`config.mk`:
```
export PLATFORM = sky130hd
export DESIGN_NAME = timer_cfg_seq
export DESIGN_NICKNAME = d
export VERILOG_FILES = /design/src/rtl/timer_cfg_seq.sv
export SDC_FILE = /design/constraint.sdc
export NUM_CORES = 1
export LEC_CHECK = 0
export BUFFER_PORTS_ARGS = -buffer_cell sky130_fd_sc_hd__buf_2
export CORE_MARGIN = 5
export CORE_UTILIZATION = 50
export CTS_CLUSTER_DIAMETER = 50
export DETAILED_ROUTE_END_ITERATION = 7
export PLACE_DENSITY = 0.88
export SETUP_SLACK_MARGIN = 0.05
export SLEW_MARGIN = 15
export SYNTH_ARGS = -nofsm -noshare
export SYNTH_HDL_FRONTEND = slang
export SYNTH_SLANG_ARGS = --single-unit
```
`constraint.sdc`:
```
create_clock -name PCLK -period 2 [get_ports PCLK]
set_input_delay 0 -clock PCLK [delete_from_list [all_inputs] [get_ports PCLK]]
set_output_delay 0 -clock PCLK [all_outputs]
set_load 0.01 [all_outputs]
```
`src/rtl/timer_cfg_seq.sv`:
```
`timescale 1ns/1ps
`default_nettype none
// ============================================================================
//  Module   : timer_cfg_seq
//  Purpose  : APB master sequencer that turns START / STOP / READ_CNT
//             commands into ordered APB transfers towards the timer
//             peripheral (TCR 0x0, TCNT 0x4, PSC 0x8, ARR 0xC).
//  Ports    : PCLK, PRESETn (async active-low)
//             req_valid/req_ready/req_op/req_psc/req_arr   command port
//             rsp_valid/rsp_cnt/rsp_err, busy              response/status
//             PADDR/PWDATA/PWRITE/PSEL/PENABLE/PRDATA/PREADY  APB master
//  Options  : TIMER_CFG_TIMEOUT_EN enables the PREADY timeout abort
//             (TIMEOUT_CYC ACCESS cycles); otherwise ACCESS waits forever
//             and rsp_err is tied low.
//  Revision : 1.0  initial release
// ============================================================================
module timer_cfg_seq #(
  parameter int TIMEOUT_CYC = 16
) (
  input  logic        PCLK,
  input  logic        PRESETn,
  input  logic        req_valid,
  output logic        req_ready,
  input  logic [1:0]  req_op,
  input  logic [31:0] req_psc,
  input  logic [31:0] req_arr,
  output logic        rsp_valid,
  output logic [31:0] rsp_cnt,
  output logic        rsp_err,
  output logic        busy,
  output logic [3:0]  PADDR,
  output logic [31:0] PWDATA,
  output logic        PWRITE,
  output logic        PSEL,
  output logic        PENABLE,
  input  logic [31:0] PRDATA,
  input  logic        PREADY
);

  localparam logic [1:0] OP_START = 2'd0;
  localparam logic [1:0] OP_STOP  = 2'd1;
  localparam logic [1:0] OP_READ  = 2'd2;
  localparam logic [1:0] OP_NOP   = 2'd3;

  localparam logic [3:0] ADDR_TCR  = 4'h0;
  localparam logic [3:0] ADDR_TCNT = 4'h4;
  localparam logic [3:0] ADDR_PSC  = 4'h8;
  localparam logic [3:0] ADDR_ARR  = 4'hC;

  typedef enum logic [1:0] {
    S_IDLE   = 2'd0,
    S_SETUP  = 2'd1,
    S_ACCESS = 2'd2,
    S_DONE   = 2'd3
  } state_t;

  // A zero or negative timeout would make the abort compare meaningless.
  if (TIMEOUT_CYC < 1) begin : g_bad_timeout
    $error("timer_cfg_seq: TIMEOUT_CYC must be >= 1");
  end

  state_t      state_q, state_d;
  logic [1:0]  step_q, step_d;
  logic [1:0]  op_q, op_d;
  logic [31:0] psc_q, psc_d;
  logic [31:0] arr_q, arr_d;
  logic [31:0] rsp_cnt_q, rsp_cnt_d;

`ifdef TIMER_CFG_TIMEOUT_EN
  localparam int TMO_W = $clog2(TIMEOUT_CYC + 1);
  logic [TMO_W-1:0] tmo_q, tmo_d;
  logic             rsp_err_q, rsp_err_d;
  logic             tmo_hit;
`endif

  // Current transfer decoded from the latched op and step index.
  logic [3:0]  xfer_addr;
  logic [31:0] xfer_data;
  logic        xfer_write;
  logic        last_step;
  logic        apb_active;

  always_comb begin
    xfer_addr  = ADDR_TCR;
    xfer_data  = 32'd0;
    xfer_write = 1'b1;
    case (op_q)
      OP_START: begin
        case (step_q)
          2'd0: begin xfer_addr = ADDR_TCR; xfer_data = 32'h2; end
          2'd1: begin xfer_addr = ADDR_PSC; xfer_data = psc_q; end
          2'd2: begin xfer_addr = ADDR_ARR; xfer_data = arr_q; end
          default: begin xfer_addr = ADDR_TCR; xfer_data = 32'h1; end
        endcase
      end
      OP_STOP: begin
        xfer_addr = ADDR_TCR;
        xfer_data = 32'h0;
      end
      OP_READ: begin
        xfer_addr  = ADDR_TCNT;
        xfer_write = 1'b0;
      end
      default: begin
        xfer_write = 1'b0;
      end
    endcase
  end

  assign last_step  = (op_q == OP_START) ? (step_q == 2'd3) : 1'b1;
  assign apb_active = (state_q == S_SETUP) || (state_q == S_ACCESS);

  // Address/data are forced to zero outside a transfer so the bus is quiet
  // in IDLE and DONE.
  assign PSEL      = apb_active;
  assign PENABLE   = (state_q == S_ACCESS);
  assign PADDR     = apb_active ? xfer_addr  : 4'h0;
  assign PWDATA    = (apb_active && xfer_write) ? xfer_data : 32'd0;
  assign PWRITE    = apb_active && xfer_write;
  assign req_ready = (state_q == S_IDLE);
  assign busy      = (state_q != S_IDLE);
  assign rsp_valid = (state_q == S_DONE);
  assign rsp_cnt   = rsp_cnt_q;

`ifdef TIMER_CFG_TIMEOUT_EN
  assign rsp_err = rsp_err_q;
  assign tmo_hit = (tmo_q == TMO_W'(TIMEOUT_CYC - 1));
`else
  assign rsp_err = 1'b0;
`endif

  always_comb begin
    state_d   = state_q;
    step_d    = step_q;
    op_d      = op_q;
    psc_d     = psc_q;
    arr_d     = arr_q;
    rsp_cnt_d = rsp_cnt_q;
`ifdef TIMER_CFG_TIMEOUT_EN
    tmo_d     = tmo_q;
    rsp_err_d = rsp_err_q;
`endif
    case (state_q)
      S_IDLE: begin
        if (req_valid) begin
          op_d   = req_op;
          // The slave divider compares against psc-1, so 0 is promoted to 1.
          psc_d  = (req_psc == 32'd0) ? 32'd1 : req_psc;
          arr_d  = req_arr;
          step_d = 2'd0;
          if (req_op == OP_NOP) begin
            state_d   = S_DONE;
            rsp_cnt_d = 32'd0;
`ifdef TIMER_CFG_TIMEOUT_EN
            rsp_err_d = 1'b0;
`endif
          end else begin
            state_d = S_SETUP;
          end
        end
      end
      S_SETUP: begin
        state_d = S_ACCESS;
`ifdef TIMER_CFG_TIMEOUT_EN
        tmo_d   = '0;
`endif
      end
      S_ACCESS: begin
`ifdef TIMER_CFG_TIMEOUT_EN
        tmo_d = tmo_q + TMO_W'(1);
`endif
        if (PREADY) begin
          if (last_step) begin
            state_d   = S_DONE;
            // Only a read returns data; the response value is updated on
            // entry to DONE so it stays stable between responses.
            rsp_cnt_d = (op_q == OP_READ) ? PRDATA : 32'd0;
`ifdef TIMER_CFG_TIMEOUT_EN
            rsp_err_d = 1'b0;
`endif
          end else begin
            step_d  = step_q + 2'd1;
            state_d = S_SETUP;
          end
        end
`ifdef TIMER_CFG_TIMEOUT_EN
        else if (tmo_hit) begin
          // Abort: skip remaining steps and report the error.
          state_d   = S_DONE;
          rsp_cnt_d = 32'd0;
          rsp_err_d = 1'b1;
        end
`endif
      end
      S_DONE: begin
        state_d = S_IDLE;
      end
      default: begin
        state_d = S_IDLE;
      end
    endcase
  end

  always_ff @(posedge PCLK or negedge PRESETn) begin
    if (!PRESETn) begin
      state_q   <= S_IDLE;
      step_q    <= 2'd0;
      op_q      <= 2'd0;
      psc_q     <= 32'd0;
      arr_q     <= 32'd0;
      rsp_cnt_q <= 32'd0;
    end else begin
      state_q   <= state_d;
      step_q    <= step_d;
      op_q      <= op_d;
      psc_q     <= psc_d;
      arr_q     <= arr_d;
      rsp_cnt_q <= rsp_cnt_d;
    end
  end

`ifdef TIMER_CFG_TIMEOUT_EN
  always_ff @(posedge PCLK or negedge PRESETn) begin
    if (!PRESETn) begin
      tmo_q     <= '0;
      rsp_err_q <= 1'b0;
    end else begin
      tmo_q     <= tmo_d;
      rsp_err_q <= rsp_err_d;
    end
  end
`endif

endmodule
`default_nettype wire

```
=== Yosys cells after proc, flatten, opt, wreduce, memory -nomap -nowiden ===
Index checks and enable logic that the tools add are counted.

* Register bits: 102
* Input bits: 102
* Output and inout port bits: 75
* Logic and storage cells: 58

* $add $sub $neg: 1
* Eq/ne operators: 14
* Multiplexer cells: 24
* Reductions and logical operators: 13

{| class="wikitable"
|+ Operators by type and width
! cell !! count
|-
| 32-bit two-way mux || 8
|-
| 32-bit case mux with 3 select lines || 1
|-
| 32-bit case mux with 2 select lines || 1
|-
| 32-bit logical NOT || 1
|-
| 4-bit case mux with 2 select lines || 2
|-
| 2-bit two-way mux || 7
|-
| 2-bit equality test, second input constant || 6
|-
| 2-bit case mux with 4 select lines || 1
|-
| 2-bit by 1-bit equality test with 1-bit output, second input constant || 3
|-
| 2-bit logical NOT || 3
|-
| 2-bit by 1-bit != test with 1-bit output, second input constant || 3
|-
| 5-bit AND reduction || 1
|-
| 4-bit two-way mux || 1
|-
| 2-bit != test, second input constant || 2
|-
| 2-bit case mux with 2 select lines || 1
|-
| 2-bit AND reduction || 2
|-
| 4-bit AND reduction || 1
|-
| 2-bit nonzero test || 2
|-
| 2-bit by 1-bit adder with 2-bit output, second input constant || 1
|-
| 1-bit two-way mux || 2
|-
| 2-bit OR reduction || 1
|-
| 1-bit logical AND || 1
|-
| 1-bit logical OR || 1
|}

=== Depth between registers and ports, before layout ===
Gate-level depths: netlist of run 1.

* Depth in word-level cells: 5
* Gate-level depth with buffers: 8
* Mapped depth without buffers: 6

=== Worst setup path before layout of run 1 ===
No wires, ideal clock.

* Path type: register to output
* Start: reg state_q[1]
* End: out PWDATA[10]
* Data arrival time: 1.736 ns
* Data required time: 2.000 ns
* Slack: 0.264 ns
* Stages on the path, launching flop included: 8
* Path buffers: 1
* Path through: dfrtp_1 > inv_1 > ha_1 > nor2b_1 > nor2b_1 > nand2b_1 > clkbuf_1 > nor2_1

* Longest elaborated chain between the ends: 4
* Elaborated cells on any way between the ends: 5
* Those cells by class: eq/ne (2); mux (1); reduce/logical (2)

{| class="wikitable"
|+ Ends and longest elaborated chain
! what !! line !! text
|-
| from (decl) || 62 || <nowiki>state_t state_q, state_d;</nowiki>
|-
| from (signal assigned) || 213 || <nowiki>state_q <= state_d;</nowiki>
|-
| 2-bit by 1-bit equality test with 1-bit output / 2-bit equality test (equally long branches) || 111 || <nowiki>assign apb_active = (state_q == S_SETUP) || (state_q == S_ACCESS);</nowiki>
|-
| 1-bit logical OR * || 111 ||
|-
| net PSEL || 34 || <nowiki>output logic PSEL,</nowiki>
|-
| 1-bit logical AND * || n/a ||
|-
| net PWRITE || 33 || <nowiki>output logic PWRITE,</nowiki>
|-
| 32-bit two-way mux * || 118 || <nowiki>assign PWDATA = (apb_active && xfer_write) ? xfer_data : 32'd0;</nowiki>
|-
| to (decl) || 32 || <nowiki>output logic [31:0] PWDATA,</nowiki>
|}

The timed path passes the listed nets; every way through them passes the cells marked *.

=== Worst setup path in the final report of run 1 ===
* Start: reg state_q[0]
* End: out PWDATA[11]

* Longest elaborated chain between the ends: 4
* Elaborated cells on any way between the ends: 5
* Those cells by class: eq/ne (2); mux (1); reduce/logical (2)

{| class="wikitable"
|+ Ends and longest elaborated chain
! what !! line
|-
| 2-bit by 1-bit equality test with 1-bit output / 2-bit equality test (equally long branches) || 111
|-
| 1-bit logical OR * || 111
|-
| 1-bit logical AND * || 118
|-
| 32-bit two-way mux * || 118
|}

Mark *: on every way between the ends. The rest lies on a longest branch, timed or not.

==> flow_summary_export.csv, run 1 <==
group,metric,value,unit
setup_path,end_kind,"primary output",
finish,nets,807,
placed_design,io_buffers,173,
status,status,"finished with violations",
synth,synth_top_family_by_area,"multiplexers",
synth,netlist_instances,410,
finish,area.growth.synth_to_final,52.2,%
power_and_ir_drop,p_per_area,1380,mW/mm^2
sta,setup_ws,-31.8,ps
drt,drc,0,
sta,skew,16.4,ps
drt,routed-via-count,4395,
global_routing,grt_pass1_wl,24800,um
die,die-area,0.0116,mm^2
drt,routed_wl,16000,um
finish,fill_cells,510,
global_routing,use_met2,47.0,%
power_and_ir_drop,ir_drop,868,uV
drt,viasPerCell,5.29,
synth,synth_compound_area_share,7.39,%
clock_tree,cts_tree,"done",
global_routing,grt_pass1_vias,4816,
drt,firstDrtPassIters,4,
clock_tree,clock-root-buffer,"clkbuf_8",
synth,ys_warn_count,0,
placed_design,gp_congestion,0.806,
synth,synthAdderAreaFrac,2.09,%
finish,final_cell_mix,"buf_2 (170), dfrtp_1 (102), dlygate4sd3_1 (99), mux2_2 (66), inv_1 (39)",
synth,synth.ff_latch_count,102,
hold_path,hold_class,"primary input to flip-flop",
synth,yosysSeqAreaShare,53.2,%
synth,synth-main-ff-cell,"dfrtp_1",
global_routing,grt_overflow,0,
clock_tree,clock_latency,360,ps
synth,synth_area,0.00479,mm^2
finish,n_antenna_cell,0,
die,die_h,108,um
setup_path,worst-endpoint-required,2000,ps
power_and_ir_drop,leakage,3.58,nW
placed_design,dpl.hpwl,8900,um
clock_tree,clk_pin_slew_worst_paths,100,ps
sta,finalSetupViolations,2,
die,start_util,51.6,%
setup_path,path_max_fanout,11,
synth,synth-xor-area-share,0,%
sta,rsz0062_at_grt,"true",
synth,synth_edf_count,0,
sta,worst_pin_slew,598,ps
synth,synth-simple-area-share,8.51,%
synth,synthMuxAreaShare,22.4,%
sta,finalCriticalPeriod,2030,ps
setup_path,arrival,2030,ps
synth,yosysTopAreaCellShare,53.2,%
sta,period_share,102,%
die,die_w,108,um
sta,hold_violations,0,
finish,drive_above_1_share,43.7,%
clock_tree,clock-sinks,102,
global_routing,use_met1,31.6,%
global_routing,grt_util_met3,7.80,%
die,rows,35,
drt,first_iter_violations,252,
clock_tree,ctsLongestPathBuffers,2,
die,core,0.00928,mm^2
finish,final_common_cell,"buf_2",
synth,synth_area_leaders,"dfrtp_1 (53%), mux2_2 (16%), mux2i_1 (6.9%)",
sta,fmax,492,MHz
global_routing,grt_max_degree,56,
status,violations,"setup timing",
global_routing,busiest_layer,"met2",
clock_tree,cts_max_level,3,
clock_tree,cts_inserted_buffers,9,
setup_path,start_kind,"flip-flop",
synth,synth.distinct_cells,34,
hold_path,holdPathStages,3,
placed_design,dp_worst_setup_slack,48.6,ps
global_routing,grt_usage,27.4,%
setup_path,reg2reg_depth,7,
synth,avgSynthCellArea,11.7,um^2
sta,max-slew-margin-rel,60.2,%
synth,ys_async_sr_fraction,100,%
die,io_pins,177,
drt,ant_nets,0,
sta,finalSetupTns,-34.5,ps
global_routing,grt_antenna_before_repair,0,
job,maxCapViolations,0,
drt,wl_per_cell,19.2,um
setup_path,crit_type,"flip-flop to primary output",
synth,synth_top_area_cell,"dfrtp_1",
sta,drv_slew,0,
## sequential cells by signal, summed over array words and instances, names as in the netlist
signal,count
step_q,2
psc_q,32
op_q,2
arr_q,32
rsp_cnt,32
state_q,2
## power breakdown
group	internal (mW)	total (mW)	leakage (nW)	switching, mW
registers	3.07	3.75	1.27	0.673
logic	2.57	4.96	2.21	2.39
clock network	0.620	1.35	0.0993	0.731
## per-layer routing
metal  wire, um  vias up  share of wire, %
li1           -     1973                 -
met1       6170     2129                39
met2       7970      236                50
met3       1220       57               7.6
met4        611        0               3.8
met5          0        -                 0
## metrics by stage
stage	instances	cell area [um^2]	util (%)	total power [mW]	hold WS, ps
detailed placement	704	5880	63.3	7.84	49.3
CTS	824	7190	77.4	9.62	78.1
floorplan	412	4800	-	6.38	-296
global placement	704	5880	63.3	7.62	35.1
global route	831	7300	78.6	10.6	80.2
finish	831	7300	78.6	10.1	91.3
## synthesized netlist by cell type (2+ instances only)
cell      number
buf_6          3
nand2b_1       2
nor4_1         8
inv_1         40
buf_2         10
a221oi_1       2
dfrtp_1      102
a22o_1         2
nor2b_1        3
mux2_2        66
buf_4          4
clkbuf_1      10
mux2i_1       33
nor2_1        32
nand2_1       37
a22oi_1       30
ha_1           8
nand4_1        2
## layout make-up
type | count | area, um^2 | share of cell area [%]
Tap cell | 129 | 161 | 2.21
Timing Repair Buffer | 301 | 2190 | 30.0
Multi-Input combinational cell | 243 | 2040 | 28.0
Sequential cell | 102 | 2550 | 35.0
Clock buffer | 10 | 138 | 1.89
Clock inverter | 6 | 67.6 | 0.926
Inverter | 40 | 150 | 2.06
## kinds of logic after synthesis
logic type	after synthesis
compound gates	43
simple gates	90
fa+ha+maj	8
mux	99
flops	102
other cells	1
buf+inv	67
## final timing paths
kind	start	endpoint	slack, ps
setup / recovery	state_q[0]	PWDATA[11]	-30
hold / removal	req_valid	state_q[0]	90
setup reg to reg	state_q[0]	rsp_cnt[28]	20
hold reg to reg	psc_q[25]	psc_q[25]	520
max in group asynchronous	PRESETn	rsp_cnt[6]	1090
min in group asynchronous	PRESETn	arr_q[21]	180
## timing repair
| item | CTS | global route |
|---|---|---|
| setup endpoints to repair | 36 | 63 |
| hold endpoints to repair | 146 | 0 |
| pin swaps | 0 | 1 |
| hold buffers | 99 | 0 |
| cloned | 1 | 0 |
| buffers inserted | 4 | 7 |
| gates resized for setup | 14 | 15 |
## critical path, stage by stage (launching register included)
cell	delay (ps)
dfrtp_1	400
inv_2	70
ha_4	280
nor2b_4	140
nor2b_4	180
nand2b_4	100
buf_16	170
nor2_1	160
buf_2	170
Power figures use the tool's default switching activity.
==> run 2: changes to the inputs <==
--- a/config.mk
+++ b/config.mk
@@ -6,6 +6,7 @@
 export NUM_CORES = 1
 export LEC_CHECK = 0
 export BUFFER_PORTS_ARGS = -buffer_cell sky130_fd_sc_hd__buf_2
+export CORE_ASPECT_RATIO = 0.8
 export CORE_MARGIN = 5
 export CORE_UTILIZATION = 50
 export CTS_CLUSTER_DIAMETER = 50
==> run 2 against run 1 <==
Net effect:
- the flow now finishes without violations
- routed wire length is 6.4% lower
- sequential power is 2% lower
- clock power is 31% higher
- sequential share of layout area is 0.066 points higher
- flip-flop and latch count stayed put
- via count is 2.4% lower
==> flow_summary_export.csv, run 2 (synthesis gave the netlist of run 1 again) <==
group,metric,value,unit
status,status,"finished clean",
die,die_h,97.6,um
global_routing,grt_pass1_wl,24000,um
finish,final_common_cell,"buf_2",
hold_path,hold_end,"psc_q[0]",
placed_design,dp.cells,692,
sta,fmax,511,MHz
die,start_util,50.5,%
global_routing,grt_overflow,0,
setup_path,crit_start,"state_q[0]",
drt,viasPerCell,5.27,
sta,setup_ws,43.8,ps
drt,first_iter_violations,242,
sta,hold_violations,0,
setup_path,arrival,1960,ps
sta,skew,6.16,ps
sta,whs,27.4,ps
clock_tree,ctsLongestPathBuffers,2,
setup_path,reg2reg_from,"state_q[1]",
setup_path,end_kind,"primary output",
clock_tree,clock_latency,340,ps
die,core,0.00949,mm^2
global_routing,grt_pass1_vias,4904,
drt,routed-via-count,4288,
die,io_pins,177,
setup_path,r2r_end,"rsp_cnt[8]",
sta,finalSetupTns,0,ps
finish,finalNonFillerCells,813,
sta,period_share,97.8,%
finish,fin_util,76.8,%
placed_design,dp_worst_setup_slack,38.6,ps
clock_tree,clock-root-buffer,"clkbuf_16",
sta,drv_slew,0,
sta,finalSetupViolations,0,
placed_design,gp_congestion,0.858,
power_and_ir_drop,leakage,3.58,nW
drt,firstDrtPassIters,5,
finish,drive_above_1_share,43.3,%
placed_design,io_buffers,173,
hold_path,hold_class,"primary input to flip-flop",
die,die-area,0.0117,mm^2
placed_design,place_area,0.00585,mm^2
finish,finalInstanceArea,0.00728,mm^2
clock_tree,clock-sinks,102,
global_routing,grt_antenna_before_repair,0,
die,die_w,119,um
job,maxCapViolations,0,
clock_tree,cts_inserted_buffers,9,
clock_tree,clk_pin_slew_worst_paths,70,ps
finish,area.growth.synth_to_final,51.9,%
setup_path,path_max_fanout,10,
setup_path,crit_type,"flip-flop to primary output",
hold_path,hp-start,"req_psc[0]",
global_routing,grt_usage,25.8,%
setup_path,rrSetupSlack,150,ps
die,rows,32,
power_and_ir_drop,p_per_area,1390,mW/mm^2
placed_design,dpl.hpwl,9240,um
finish,final_cell_mix,"buf_2 (170), dfrtp_1 (102), dlygate4sd3_1 (98), mux2_2 (66), inv_1 (38)",
power_and_ir_drop,power,10.1,mW
hold_path,holdPathStages,3,
drt,wl_per_cell,18.4,um
sta,finalCriticalPeriod,1960,ps
drt,ant_nets,0,
clock_tree,cts_tree,"done",
clock_tree,cts_max_level,3,
sta,rsz0062_at_grt,"true",
global_routing,grt_max_degree,36,
power_and_ir_drop,ir_drop,1540,uV
setup_path,start_kind,"flip-flop",
drt,drc,0,
drt,routed_wl,15000,um
finish,nets,798,
setup_path,worst-endpoint-required,2000,ps
setup_path,reg2reg_depth,6,
-- run 2: changes by cell type in the layout (fill, tap and decap cells not counted), moves of 2 or more --
cell       delta
inv_6         -2
nor2_2        +4
clkbuf_8      -8
clkbuf_1      +2
nor2_4        -2
clkbuf_16     +9
nor2_1        -2
buf_4         -8
-- run 2: metal layers --
layer | track usage [%] | routed length (um)
met1 | 28.3 | 5670
met2 | 47.2 | 7800
met3 | 5.82 | 918
met4 | 12.1 | 571
met5 | 0 | 0
-- run 2: layout make-up --
cell class / instances / area [um^2]
Sequential cell: 102 / 2550
Antenna cell: 1 / 2.50
Timing Repair Buffer: 292 / 2100
Multi-Input combinational cell: 243 / 2030
Clock inverter: 3 / 42.5
Fill cell: 562 / 2210
Inverter: 40 / 150
Clock buffer: 13 / 260
Tap cell: 119 / 149
-- run 2: worst max-delay path: stages, from the launching register on --
cell	delay, ps
dfrtp_1	380
inv_2	70
ha_4	280
nor2b_4	140
nor2b_4	190
nand2b_4	100
buf_6	170
nor2_1	120
buf_2	150
-- run 2: worst max-delay path by stage --
stage	endpoint	slack [ps]	depth (start not counted)
after detailed placement	rsp_cnt[8]	40	7
after CTS	PWDATA[0]	80	6
final	PWDATA[31]	40	8
after global routing	PWDATA[24]	-10	8
after global placement	rsp_cnt[17]	220	7
after floorplan	PWDATA[10]	260	7
-- run 2: repair_timing --
| action | CTS | global route |
|---|---|---|
| resized for setup | 12 | 18 |
| pin swaps | 0 | 0 |
| endpoints found under the setup margin | 61 | 33 |
| hold buffers | 98 | 0 |
| setup buffers | 2 | 3 |
| endpoints found under the hold margin | 129 | 0 |
| cloned | 1 | 0 |
-- run 2: report_power, final --
part           leakage, nW  internal [mW]  switching, mW  total (mW)
Combinational         2.16           2.34           2.32        4.66
Sequential            1.27           3.08          0.611        3.69
Clock                0.146           1.04          0.736        1.77
Total                 3.58           6.46           3.67        10.1
